File: src/rtl/ps2_receiver_pkg.sv
// Shared PS/2 keyboard definitions: frame geometry, default timing and FSM states.
package ps2_receiver_pkg;

    localparam int unsigned PS2_FRAME_BITS     = 11;
    localparam int unsigned PS2_DATA_BITS      = 8;
    localparam int unsigned PS2_FILTER_CYCLES  = 8;
    localparam int unsigned PS2_TIMEOUT_CYCLES = 9600;
    localparam int unsigned PS2_CNT_BITS       = 14;

    typedef enum logic [1:0] {
        ST_IDLE,
        ST_DATA,
        ST_PARITY,
        ST_STOP
    } ps2_state_t;

    // Odd parity holds when data plus parity bit contain an odd number of ones.
    function automatic logic ps2_odd_parity_ok(input logic [PS2_DATA_BITS-1:0] d,
                                               input logic p);
        return ^{d, p};
    endfunction

endpackage

File: src/rtl/ps2_line_filter.sv
// Synchroniser plus deglitch filter for one raw PS/2 pin; idles high.
module ps2_line_filter
    import ps2_receiver_pkg::*;
#(
    parameter int unsigned FILTER_CYCLES = PS2_FILTER_CYCLES
) (
    input  logic clk,
    input  logic reset,
    input  logic i_raw,
    output logic o_filt
);

    localparam int unsigned CW = $clog2(FILTER_CYCLES + 1);

    logic          r_sync1;
    logic          r_sync2;
    logic          r_level;
    logic [CW-1:0] r_cnt;

    // Two-flop synchroniser, then flip the level only after FILTER_CYCLES differing samples.
    always_ff @(posedge clk) begin
        if (reset) begin
            r_sync1 <= 1'b1;
            r_sync2 <= 1'b1;
            r_level <= 1'b1;
            r_cnt   <= '0;
        end else begin
            r_sync1 <= i_raw;
            r_sync2 <= r_sync1;
            if (r_sync2 == r_level) begin
                r_cnt <= '0;
            end else if (r_cnt == CW'(FILTER_CYCLES - 1)) begin
                r_level <= r_sync2;
                r_cnt   <= '0;
            end else begin
                r_cnt <= r_cnt + CW'(1);
            end
        end
    end

    assign o_filt = r_level;

endmodule

File: src/rtl/ps2_receiver.sv
// PS/2 device-to-host receiver: deserialises 11-bit frames, checks start/odd
// parity/stop, and hands good bytes out on a valid/ready register.
module ps2_receiver
    import ps2_receiver_pkg::*;
#(
    parameter int unsigned FILTER_CYCLES  = PS2_FILTER_CYCLES,
    parameter int unsigned TIMEOUT_CYCLES = PS2_TIMEOUT_CYCLES,
    parameter int unsigned CNT_BITS       = PS2_CNT_BITS
) (
    input  logic       clk,
    input  logic       reset,
    input  logic       ps2_clk,
    input  logic       ps2_data,
    output logic [7:0] data,
    output logic       valid,
    input  logic       ready,
    output logic       frame_error,
    output logic       overrun
);

    localparam int unsigned BW = $clog2(PS2_DATA_BITS);

    logic                     w_clk_filt;
    logic                     w_data_filt;
    logic                     r_clk_prev;
    logic                     w_fall;
    logic                     w_timeout;

    ps2_state_t               r_state;
    ps2_state_t               w_state_next;

    logic                     w_start;
    logic                     w_shift_en;
    logic                     w_parity_en;
    logic                     w_deliver;
    logic                     w_stop_err;
    logic                     w_frame_err;

    logic [BW-1:0]            r_bit_cnt;
    logic [PS2_DATA_BITS-1:0] r_shift;
    logic                     r_parity_ok;
    logic [CNT_BITS-1:0]      r_to_cnt;

    logic [7:0]               r_data;
    logic                     r_valid;
    logic                     r_frame_error;
    logic                     r_overrun;

    ps2_line_filter #(.FILTER_CYCLES(FILTER_CYCLES)) u_clk_filter (
        .clk    (clk),
        .reset  (reset),
        .i_raw  (ps2_clk),
        .o_filt (w_clk_filt)
    );

    ps2_line_filter #(.FILTER_CYCLES(FILTER_CYCLES)) u_data_filter (
        .clk    (clk),
        .reset  (reset),
        .i_raw  (ps2_data),
        .o_filt (w_data_filt)
    );

    // Remember the previous filtered clock level for falling-edge detection.
    always_ff @(posedge clk) begin
        if (reset) begin
            r_clk_prev <= 1'b1;
        end else begin
            r_clk_prev <= w_clk_filt;
        end
    end

    assign w_fall    = r_clk_prev & ~w_clk_filt;
    assign w_timeout = (r_state != ST_IDLE) && (r_to_cnt == CNT_BITS'(TIMEOUT_CYCLES));

    // FSM state register.
    always_ff @(posedge clk) begin
        if (reset) begin
            r_state <= ST_IDLE;
        end else begin
            r_state <= w_state_next;
        end
    end

    // FSM next state: advances on fall strobes, timeout forces IDLE.
    always_comb begin
        w_state_next = r_state;
        if (w_timeout) begin
            w_state_next = ST_IDLE;
        end else if (w_fall) begin
            case (r_state)
                ST_IDLE:   if (!w_data_filt) w_state_next = ST_DATA;
                ST_DATA:   if (r_bit_cnt == BW'(PS2_DATA_BITS - 1)) w_state_next = ST_PARITY;
                ST_PARITY: w_state_next = ST_STOP;
                ST_STOP:   w_state_next = ST_IDLE;
                default:   w_state_next = ST_IDLE;
            endcase
        end
    end

    // FSM outputs: per-state strobes for the datapath and result flags.
    always_comb begin
        w_start     = 1'b0;
        w_shift_en  = 1'b0;
        w_parity_en = 1'b0;
        w_deliver   = 1'b0;
        w_stop_err  = 1'b0;
        if (!w_timeout && w_fall) begin
            case (r_state)
                ST_IDLE:   w_start     = ~w_data_filt;
                ST_DATA:   w_shift_en  = 1'b1;
                ST_PARITY: w_parity_en = 1'b1;
                ST_STOP: begin
                    w_deliver  = w_data_filt & r_parity_ok;
                    w_stop_err = ~(w_data_filt & r_parity_ok);
                end
                default: ;
            endcase
        end
    end

    assign w_frame_err = w_stop_err | w_timeout;

    // Deserialiser: LSB-first shift, bit count and latched parity result.
    always_ff @(posedge clk) begin
        if (reset) begin
            r_bit_cnt   <= '0;
            r_shift     <= '0;
            r_parity_ok <= 1'b0;
        end else begin
            if (w_start) begin
                r_bit_cnt <= '0;
            end
            if (w_shift_en) begin
                r_shift   <= {w_data_filt, r_shift[PS2_DATA_BITS-1:1]};
                r_bit_cnt <= r_bit_cnt + BW'(1);
            end
            if (w_parity_en) begin
                r_parity_ok <= ps2_odd_parity_ok(r_shift, w_data_filt);
            end
        end
    end

    // Inter-edge timeout: counts cycles between fall strobes while inside a frame.
    always_ff @(posedge clk) begin
        if (reset) begin
            r_to_cnt <= '0;
        end else if (w_fall || (r_state == ST_IDLE) || w_timeout) begin
            r_to_cnt <= '0;
        end else begin
            r_to_cnt <= r_to_cnt + CNT_BITS'(1);
        end
    end

    // Output register: loads when empty or being consumed, otherwise drops and flags overrun.
    always_ff @(posedge clk) begin
        if (reset) begin
            r_data        <= '0;
            r_valid       <= 1'b0;
            r_frame_error <= 1'b0;
            r_overrun     <= 1'b0;
        end else begin
            r_frame_error <= w_frame_err;
            r_overrun     <= w_deliver & r_valid & ~ready;
            if (w_deliver && (!r_valid || ready)) begin
                r_data  <= r_shift;
                r_valid <= 1'b1;
            end else if (r_valid && ready) begin
                r_valid <= 1'b0;
            end
        end
    end

    assign data        = r_data;
    assign valid       = r_valid;
    assign frame_error = r_frame_error;
    assign overrun     = r_overrun;

endmodule

File: config.mk
export PLATFORM = sky130hd
export DESIGN_NAME = ps2_receiver
export DESIGN_NICKNAME = d
export VERILOG_FILES = /design/src/rtl/ps2_receiver_pkg.sv /design/src/rtl/ps2_line_filter.sv /design/src/rtl/ps2_receiver.sv
export SDC_FILE = /design/constraint.sdc
export NUM_CORES = 1
export LEC_CHECK = 0
export CAP_MARGIN = 20
export CORE_MARGIN = 2
export CORE_UTILIZATION = 50
export DETAILED_ROUTE_END_ITERATION = 7
export GPL_TIMING_DRIVEN = 0
export PLACE_DENSITY = 0.77
export SLEW_MARGIN = 20
export SYNTH_ARGS = -nofsm -noshare
export SYNTH_HDL_FRONTEND = slang
export SYNTH_SLANG_ARGS = --single-unit
File: constraint.sdc
create_clock -name clk -period 2.3 [get_ports clk]
set_clock_uncertainty 0.2 [all_clocks]
set_input_delay 0.575 -clock clk [delete_from_list [all_inputs] [get_ports clk]]
set_output_delay 0.575 -clock clk [all_outputs]
set_load 0.02 [all_outputs]
* Word level (Yosys, flattened, before mapping)
Cells that the tools add are included.
** Word-level totals
- Word-level logic and storage cells :: 82
- Output and inout bits :: 11
- Register bits :: 54
- Input bits :: 5
** Cells by class
- Multiplexer cells :: 17
- Equality and inequality tests :: 11
- $add $sub $neg :: 4
- Bitwise logic cells :: 11
- Reductions and logical operators :: 21
** Operators by type and width (count)
- adder 14 x 1 -> 14 bit (second input constant) :: 1
- == test 14 bit (second input constant) :: 1
- 2-to-1 mux 1 bit :: 12
- parity 9 bit :: 1
- adder 4 x 1 -> 4 bit (second input constant) :: 2
- == test 4 x 3 -> 1 bit (second input constant) :: 2
- one-hot mux 2 bit (4 select lines) :: 1
- 2-to-1 mux 3 bit :: 2
- NOT 1 bit :: 6
- nonzero test 2 bit :: 3
- OR reduction 3 bit :: 2
- bitwise AND 1 bit :: 4
- == test 2 bit (second input constant) :: 2
- logical AND 1 bit :: 4
- 2-to-1 mux 2 bit :: 2
- inequality test 2 bit (second input constant) :: 2
- AND reduction 2 bit :: 2
- OR reduction 2 bit :: 2
- adder 3 x 1 -> 3 bit (second input constant) :: 1
- == test 3 bit (second input constant) :: 1
- logical OR 1 bit :: 3
- AND reduction 3 bit :: 1
- == test 1 bit :: 2
- == test 2 x 1 -> 1 bit (second input constant) :: 1
- other kinds (3) :: 4

* Depth between registers and ports, before layout
Gate-level depths: netlist of the first run.
- Depth in word-level cells :: 7
- Mapped depth :: 8
- Depth with buffers taken out :: 6

* By module
Synthesis of the first run repeated with hierarchy kept, for this count alone.
** Second synthesis, totals
- Cell total of the unflattened synthesis :: 257
- Area total of the unflattened synthesis :: 2367.3 um2
** Modules (own cells, without submodules)
- ps2_receiver :: seq. area each 800.8 um2, cells each 209, times used 1, area each 1869.3 um2
- ps2_line_filter :: seq. area each 140.1 um2, cells each 24, times used 2, area each 249.0 um2

* Least setup slack after synthesis of the first run
Ideal clock, no wire load.
- Path kind :: register to register
- Start point :: register r_to_cnt[0]
- End point :: register r_to_cnt[6]
- Arrival :: 1757 ps
- Setup time :: 62 ps
- Period minus slack after synthesis :: 2019 ps
- Data required time :: 2038 ps
- Setup slack :: 281 ps
- Path buffers :: 2
- Stages on the path, launching flop included :: 9
- Cell sequence :: dfxtp_1 -> inv_1 -> ha_1 -> nor4bb_1 -> and4_4 -> or4_4 -> buf_6 -> buf_12 -> nor2_4
** Between the ends
- Longest elaborated chain between the ends :: 4
- Elaborated cells on any way between the ends :: 5
- Classes of those cells :: add/sub: 1; eq/ne: 1; reduce/logical: 3
** Ends and longest elaborated chain
- from (decl) :: line ps2_receiver.sv:42 : logic [CNT_BITS-1:0] r_to_cnt;
- from (signal assigned) :: line ps2_receiver.sv:150 : r_to_cnt <= r_to_cnt + CNT_BITS'(1);
- branches (longest 4 deep; another with adder 14 x 1 -> 14 bit)
Parallel ways; which one is timed is not known.
A chain may end at the register's enable or synchronous reset.

* Worst setup path after layout of the first run
- Start point :: register r_to_cnt[0]
- End point :: register r_to_cnt[5]
The elaborated chain is that of the path after synthesis.

==> impl.org, run 1 <==
** Logic synthesis
- Of the synthesized area, sequential elements account for between 40% and 50%.
- Multiplexer fraction of the synthesized cell area :: 0.4107%
- A synthesized cell averages a little over 9 um2.
- Counting distinct cell types in the post-synthesis netlist gives 40.
- Main area contributors after synthesis :: sky130_fd_sc_hd__dfxtp_1, sky130_fd_sc_hd__nand3_1, sky130_fd_sc_hd__ha_1
- Complex-gate fraction of the synthesized area :: 11.09%
- The synthesized design devotes to its leading area cell type 44.35% of total area.
- After synthesis the netlist holds a flip-flop and latch count of 54.
- After Yosys synthesis, and, or, nand and nor cells account for between 20% and 30% of the synthesized area.
- Summing every instance area after synthesis gives roughly 2400 um2.
- Cell taking the most area after synthesis :: sky130_fd_sc_hd__dfxtp_1
- Number of warnings issued by yosys :: 0
- Post-Synthesis Cells :: 262
- XOR/XNOR Fraction of Synth Area :: 8.676%
- Combinational family with the most area after synthesis :: simple AND/OR/NAND/NOR gates
- Adder-cell share of the synthesized area :: about 5.6%
- Counting every net in the synthesized netlist gives 278.

** Routing
- Once detail routing completed, the nets flagged for antenna violations numbered 0.
- The final layout contains routed wiring with a total length of 4.338 mm.
- Using the TritonRoute via totals, the vias-per-cell ratio works out to between 5 and 6.
- In this run, the number of DRC markers left after iteration 0 of detailed routing was 87.
- Number of optimization iterations in the first detailed-route pass :: 4
- Via count :: 1,851
- Detailed-route wire length per cell :: approximately 12 um
- After detailed routing, the number of remaining DRC violations is 0.

** Timing
- Worst slew margin relative to its limit :: 65.54%
- Final setup vio count :: 0
- Fin crit share :: 96.55%
- Final hold slack :: 0.2163 ns
- Final worst path period need :: 2.221 ns
- Max Clk Rate :: about 450 MHz
- The final hold violation count is 0.
- The worst path meets setup with between 0.07 and 0.08 ns of slack.
- Setup Total Neg Slack :: 0 ns
- Fin. max-slew vios :: 0
- At the pin with the least slew margin, the transition time is 0.5098 ns.
- Setup repair after global routing missed its margin :: no

** Setup path
- Critical path, cell by cell :: inv_1, ha_1, nor4bb_2, and4_4, or4_4, buf_6, buf_12, nor2_4
- Slowest cell on the critical path :: sky130_fd_sc_hd__or4_4
- For the worst setup path, the data arrival time is 2.28 ns.
- Of all nets on the critical path, the largest fanout is 10.
- Critical path launch point type :: register
- At the worst endpoint, the required time is 2.36 ns.
- CP max stage delay :: roughly 0.48 ns
- Crit end category :: register
- Start-to-end type of the worst setup path :: register to register

** Layout
- For this run, the post-layout net count is 301.
- Fraction of layout instances using a drive strength above 1 :: between 10% and 20%
- Count of non-filler cells in the finished layout :: around 350
- Cells fill 59.23% of the core in the end.
- The finished cells cover 2798 um2.
- The library cell used most frequently in the layout, excluding fill and tap cells, is sky130_fd_sc_hd__dfxtp_1.
- The number of antenna diodes in the final layout is 0.
- Leading cell types in the layout, fill and taps excluded :: sky130_fd_sc_hd__dfxtp_1, sky130_fd_sc_hd__nand3_1, sky130_fd_sc_hd__a21oi_1
- From synthesis to final layout, the design area changed by 14.78%.

** Place
- In this run the tool buffered the top-level ports with 15 buffer cells.
- Cells after DPL :: around 340
- Cell area after placement :: between 2000 and 3000 um2
- Dpl hpwl :: slightly above 3 mm
- Last weighted congestion value of the routability-driven placer :: 0.7773
- Before CTS, the worst setup slack after placement is -0.09812 ns.

** GRT
- The total overflow left after global routing is 0.
- Number of global-route vias before repair :: around 1.7k
- In the global route stage, overall resource usage came out at ~18%.
- The first global-routing pass estimated between 7 and 8 mm of wire.
- Largest net degree at the start of global routing :: 17
- Initial antenna violation count :: 0

** Clock tree
- In this run, CTS created clock tree buffers numbering 5.
- The later pin in the worst-skew pair is clocked with a latency of about 0.31 ns.
- Clock-pin slew was measured on the worst setup and hold paths at 0.09 ns.
- The H-tree generated during clock tree synthesis spans 2 levels.
- TritonCTS built the clock tree.
- The tree is rooted in a sky130_fd_sc_hd__clkbuf_8.
- Hold buffers post-CTS :: 0
- The clock drives 54 sinks.
- No sink is reached through more buffers than the 2 on the longest clock path.

** Flow run
- Max-cap violations in this run came to 0.

** Floorplanning
- The die is roughly 74 um wide.
- The die covers ~5400 um2.
- Pin placement for this block handled 16 I/O pins.
- Cell row count :: 25
- The core region is 4723 um2.
- Initial standard-cell utilization of the core :: about half
- Measured along the y axis, the die boundary spans 73.82 um.

** Pwr
- Maximum ir drop on the vdd rail :: 0.3993 mV
- Total chip power :: ~1.6 mW
- In this run the power density over the cells is 570.4 nW/um2.
- Summed over all cells, the static leakage comes to 0.9491 nW.

** Status
- The run finished with clean final reports.

** Min path
- Class of the tightest hold or removal check :: register to register
==> state kept, by name (all words and copies together) (netlist names), 2 cells and up <==
name and count:
r_to_cnt 14, data 8, r_shift 8, u_clk_filter.r_cnt 4, u_data_filter.r_cnt 4, r_bit_cnt 3
r_state 2
==> where the power goes <==
group          switching (mW)  internal (mW)  leakage (nW)
Clock                   0.309          0.321        0.0579
Combinational          0.0133         0.0120         0.455
Sequential            0.00197          0.938         0.436
Total                   0.325           1.27         0.949
==> logic make-up after synthesis <==
| kind of cell | count (synthesis) |
|---|---|
| xor gates and xnor gates | 21 |
| adders and majority gates | 11 |
| buffers and inverters | 22 |
| and+or+nand+nor | 103 |
| DFF | 54 |
| muxes | 1 |
| AOI/OAI and AO/OA | 50 |
==> critical path: cells and delay by family (launching register included) <==
family                   cells  cell delay, ns
AND/OR/NAND/NOR              4            0.92
flip-flops                   1            0.45
buffers and inverters        3            0.38
adder cells (fa/ha/maj)      1            0.21
==> metal layers <==
metal / global-route usage, % / vias up / routed length [um]
met2: 28.27 / 33 / 1969
met5: 0 / - / 0
met1: 22.62 / 862 / 2146
met4: 7.677 / 0 / 47
met3: 5.350 / 4 / 175
li1: - / 952 / -
==> timing repair <==
| item | CTS | global route |
|---|---|---|
| setup buffers | 0 | 1 |
| gates resized for setup | 0 | 8 |
| setup endpoints to repair | 0 | 21 |
==> layout make-up <==
class                   instances  area, um2
plain buffers                  13      77.57
multi-input cells             186       1255
fillers                       421       1926
flip-flops and latches         54       1081
inverters                       9      33.78
clock buffers                   5      68.82
repair buffers                 16      157.7
clock inverters                 3      40.04
well taps                      67      83.83
==> Yosys cell counts (all sizes together) <==
cell,instances
o21ai,21
a21oi,23
o311ai,1
and3,4
nor2,22
ha,11
inv,9
o31ai,1
nor2b,4
nand4,6
xnor3,2
buf,4
and4,2
nand3,30
dfxtp,54
or2,6
and2,3
xnor2,9
nand2b,4
nand2,7
nor4bb,1
nor4b,1
nor3,4
and3b,2
nor4,1
a211oi,1
xor2,10
clkbuf,9
or4,2
a211o,3
or3,4
mux2i,1
==> worst paths after layout <==
check / start / endpoint / slack [ns] / cells past startpoint
worst max register to register: r_to_cnt[0] / r_to_cnt[5] / 0.08 / 8
worst min register to register: u_data_filter.r_sync1 / u_data_filter.r_sync2 / 0.22 / 1
worst min-delay path: u_data_filter.r_sync1 / u_data_filter.r_sync2 / 0.22 / 1
worst max-delay path: r_to_cnt[0] / r_to_cnt[5] / 0.08 / 8
Note: power is estimated with default switching activity, not from simulation.
==> inputs of run 2 (changes only) <==
- CTS_BUF_LIST: unset -> sky130_fd_sc_hd__clkbuf_4
==> run 2 against run 1 <==
Net effect: worst hold slack better by 0.011 ns; wire length is 0.35% lower; critical path depth stayed put; core utilization is 0.50 points lower; final area is 0.85% lower; register-to-register slack hardly changed; maximum frequency is 0.66% lower; sequential power hardly changed; non-clock buffer count is 1 higher; die area stayed put; total power is 6.5% lower; highest routed layer unchanged.
==> impl.org, run 2 (synthesis gave the netlist of run 1 again) <==
** Layout
- The number of fill cells is 424 (+0.71%).
- Number of flip-flops in the largest register :: 14 (unchanged)
- Count of antenna diodes in the layout :: 0 (unchanged)
- Core Util, Final :: 58.73% (-0.50 points)
- Counting flops per register, the top entry is r_to_cnt.
- Nets@finish :: 302 (+0.33%)
- The library cell used most frequently in the layout, excluding fill and tap cells, is sky130_fd_sc_hd__dfxtp_1.
- The final standard cell count with taps included and fillers excluded came to 354 (+0.28%).
- Leading cell types in the layout, fill and taps excluded :: sky130_fd_sc_hd__dfxtp_1, sky130_fd_sc_hd__nand3_1, sky130_fd_sc_hd__a21oi_1
- The finished layout cell area came to 2774 um2 (-0.85%).
- The area of all sequential standard cells was 1081 um2 (unchanged).
- The fraction of layout instances using a drive strength above 1 came to 11.85% (+0.31 points).
- Area of the multi-input gates :: 1255 um2 (unchanged)
- Area Overhead vs Synth :: 13.81%

** Clock tree
- Clock tree from TritonCTS :: done
- The worst-case clock buffer depth came to 2 (unchanged).
- The clock transition at the register clock pins on the worst setup and hold paths after CTS is 0.14 ns (+0.05 ns).
- Clock network latency to the later pin of the worst-skew pair :: 0.38 ns (+0.07 ns)
- Clock Root Buffer :: sky130_fd_sc_hd__clkbuf_4
- Hold buffers post-CTS :: 0 (unchanged)
- The TritonCTS buffer count is 5 (unchanged).
- The H-tree level count is 2 (unchanged).
- The number of clock sinks seen by CTS is 54 (unchanged).

** GRT
- Busiest layer in global routing :: met2
- Initial antenna violation count :: 0 (unchanged)
- Number of global-route vias before repair :: 1,739 (-0.23%)
- Largest net degree at the start of global routing :: 17 (unchanged)
- Global-route track usage on met2 :: 27.88% (-0.40 points)
- The global routing met3 resource utilization was 3.704% (-1.6 points).
- The met1 layer usage reported by global route came to 22.79% (+0.17 points).
- The global-route usage over all layers was 17.76% (-0.14 points).
- Remaining global-route overflow :: 0 (unchanged)
- First-pass GRT wire length :: 7.493 mm (-0.45%)

** Floorplanning
- Floorplan Core Area :: 4723 um2 (unchanged)
- Die span in x :: 73.82 um (unchanged)
- Total Die Area :: 5449 um2 (unchanged)
- The starting density of the core came to 51.60% (unchanged).
- Cell row count :: 25 (unchanged)
- The I/O pin total is 16 (unchanged).
- Die Span Y :: 73.82 um (unchanged)

** Routing
- The first-pass detailed-route iteration total was 4 (unchanged).
- Via count :: 1,889 (+2.1%)
- Post-DRT Antenna Nets :: 0 (unchanged)
- Overall routed net length :: 4.323 mm (-0.35%)
- The number of vias per cell after detailed routing came to 5.336 (+1.8%).
- The mean routed wirelength per cell is 12.21 um (-0.63%).
- Number of DRC violations after detailed-routing iteration 0 :: 128 (+47%)
- The DRC violation count after routing is 0 (unchanged).

** Setup path
- The worst endpoint data arrival time came to 2.37 ns (+0.09 ns).
- The signal on the critical path passes through inv_1, ha_1, nor4bb_2, and4_4, or4_4, buf_6, buf_12, nor2_4.
- Among all stages on the critical path, the largest delay is contributed by sky130_fd_sc_hd__or4_4.
- Worst flop-to-flop path endpoint :: r_to_cnt[5]
- Critical path launch point type :: register
- The critical path is of the register to register type.
- CP max stage delay :: 0.48 ns (about the same)
- The register-to-register path setup slack came to 0.06 ns (about the same).
- The worst-path maximum fanout was 10 (unchanged).
- The most critical setup path has its endpoint at r_to_cnt[5].
- Data required, critical path :: 2.43 ns (+0.07 ns)
- The count of cells along the worst register-to-register path is 8 (unchanged).
- The critical path starts at r_to_cnt[0].
- Crit end category :: register
- The worst register-to-register path begins at r_to_cnt[0].

** Pwr
- The power density of the placed cells was 538.1 nW/um2 (-5.7%).
- Maximum ir drop on the vdd rail :: 0.3735 mV (-6.5%)
- Static leakage :: 0.9403 nW (-0.93%)

** Timing
- Fin. max-slew vios :: 0 (unchanged)
- The time the final worst path needs with I/O delays and setup was 2.235 ns (+0.01477 ns).
- The final number of setup-violating endpoints came to 0 (unchanged).
- Pin slew with the least headroom to its limit :: 0.5071 ns (-0.002706 ns)
- The final hold violation count was 0 (unchanged).
- The worst slew slack as a fraction of its limit came to 65.72% (+0.18 points).
- Max Clk Rate :: 447.3 MHz (-0.66%)
- Fin crit share :: 97.19% (+0.64 points)
- Worst Slack Setup Final :: 0.06461 ns (-0.01477 ns)

** Place
- The HPWL reported at the end of detailed placement came to 3.024 mm (unchanged).
- The setup slack after placement was -0.09812 ns (unchanged).
- The count of buffers inserted at the top-level ports was 15 (unchanged).
- Cell area after placement :: 2671 um2 (unchanged)
- Cells after DPL :: 344 (unchanged)
- The routability-driven placement congestion ratio was 0.7773 (unchanged).

** Min path
- The worst hold path belongs to the class register to register.

** Status
- Result of the run :: finished, final reports clean

** Flow run
- Max capacitance violation total :: 0 (unchanged)
[run 2: cell count changes in the layout (fill, tap and decap cells not counted), sizes merged]
cell	change
buf	+1
[run 2: repair_timing]
action	in CTS	in global routing
gates resized for setup	0	8
setup endpoints to repair	0	21
buffers inserted	0	2
[run 2: final cells by class]
| type | instances | area share, % |
|---|---|---|
| multi-input cells | 186 | 45.24 |
| flip-flops and latches | 54 | 38.97 |
| repair buffers | 17 | 5.954 |
| well taps | 67 | 3.022 |
| plain buffers | 13 | 2.797 |
| clock inverters | 3 | 1.443 |
| clock buffers | 5 | 1.353 |
| inverters | 9 | 1.218 |
[run 2: critical path, delay by kind of cell (launching register included)]
kind | cells | cell delay (ns)
flops | 1 | 0.47
buf+inv | 3 | 0.38
fa+ha+maj | 1 | 0.21
simple gates | 4 | 0.92
[run 2: per-layer routing]
metal | vias up | wire length (um)
met3 | 9 | 174
met5 | - | 0
met4 | 0 | 110
li1 | 958 | -
met2 | 49 | 1962
met1 | 873 | 2075
[run 2: through the flow]
stage,setup TNS (ns),power [mW],hold WS [ns]
final,0,1.493,0.2274
after global routing,-0.001704,1.542,0.2484
after CTS,0,1.509,0.2291
after detailed placement,-2.281,0.9880,0.1964
after global placement,-1.999,0.9877,0.1935
after floorplan,0,0.9755,0.1895
[run 2: power by group]
part | switching (mW) | leakage [nW] | internal, mW
sequential | 0.00197 | 0.436 | 0.940
combinational | 0.0133 | 0.459 | 0.0120
clock | 0.299 | 0.0450 | 0.226
total | 0.315 | 0.940 | 1.18
[run 2: how the worst min path moves through the flow]
stage	start	depth (start not counted)	to	slack, ns
floorplan	u_clk_filter.r_sync1	1	u_clk_filter.r_sync2	0.19
global placement	u_clk_filter.r_sync1	1	u_clk_filter.r_sync2	0.19
detailed placement	u_data_filter.r_sync1	1	u_data_filter.r_sync2	0.20
CTS	u_data_filter.r_sync1	1	u_data_filter.r_sync2	0.23
global route	u_clk_filter.r_sync1	1	u_clk_filter.r_sync2	0.25
finish	u_data_filter.r_sync1	1	u_data_filter.r_sync2	0.23
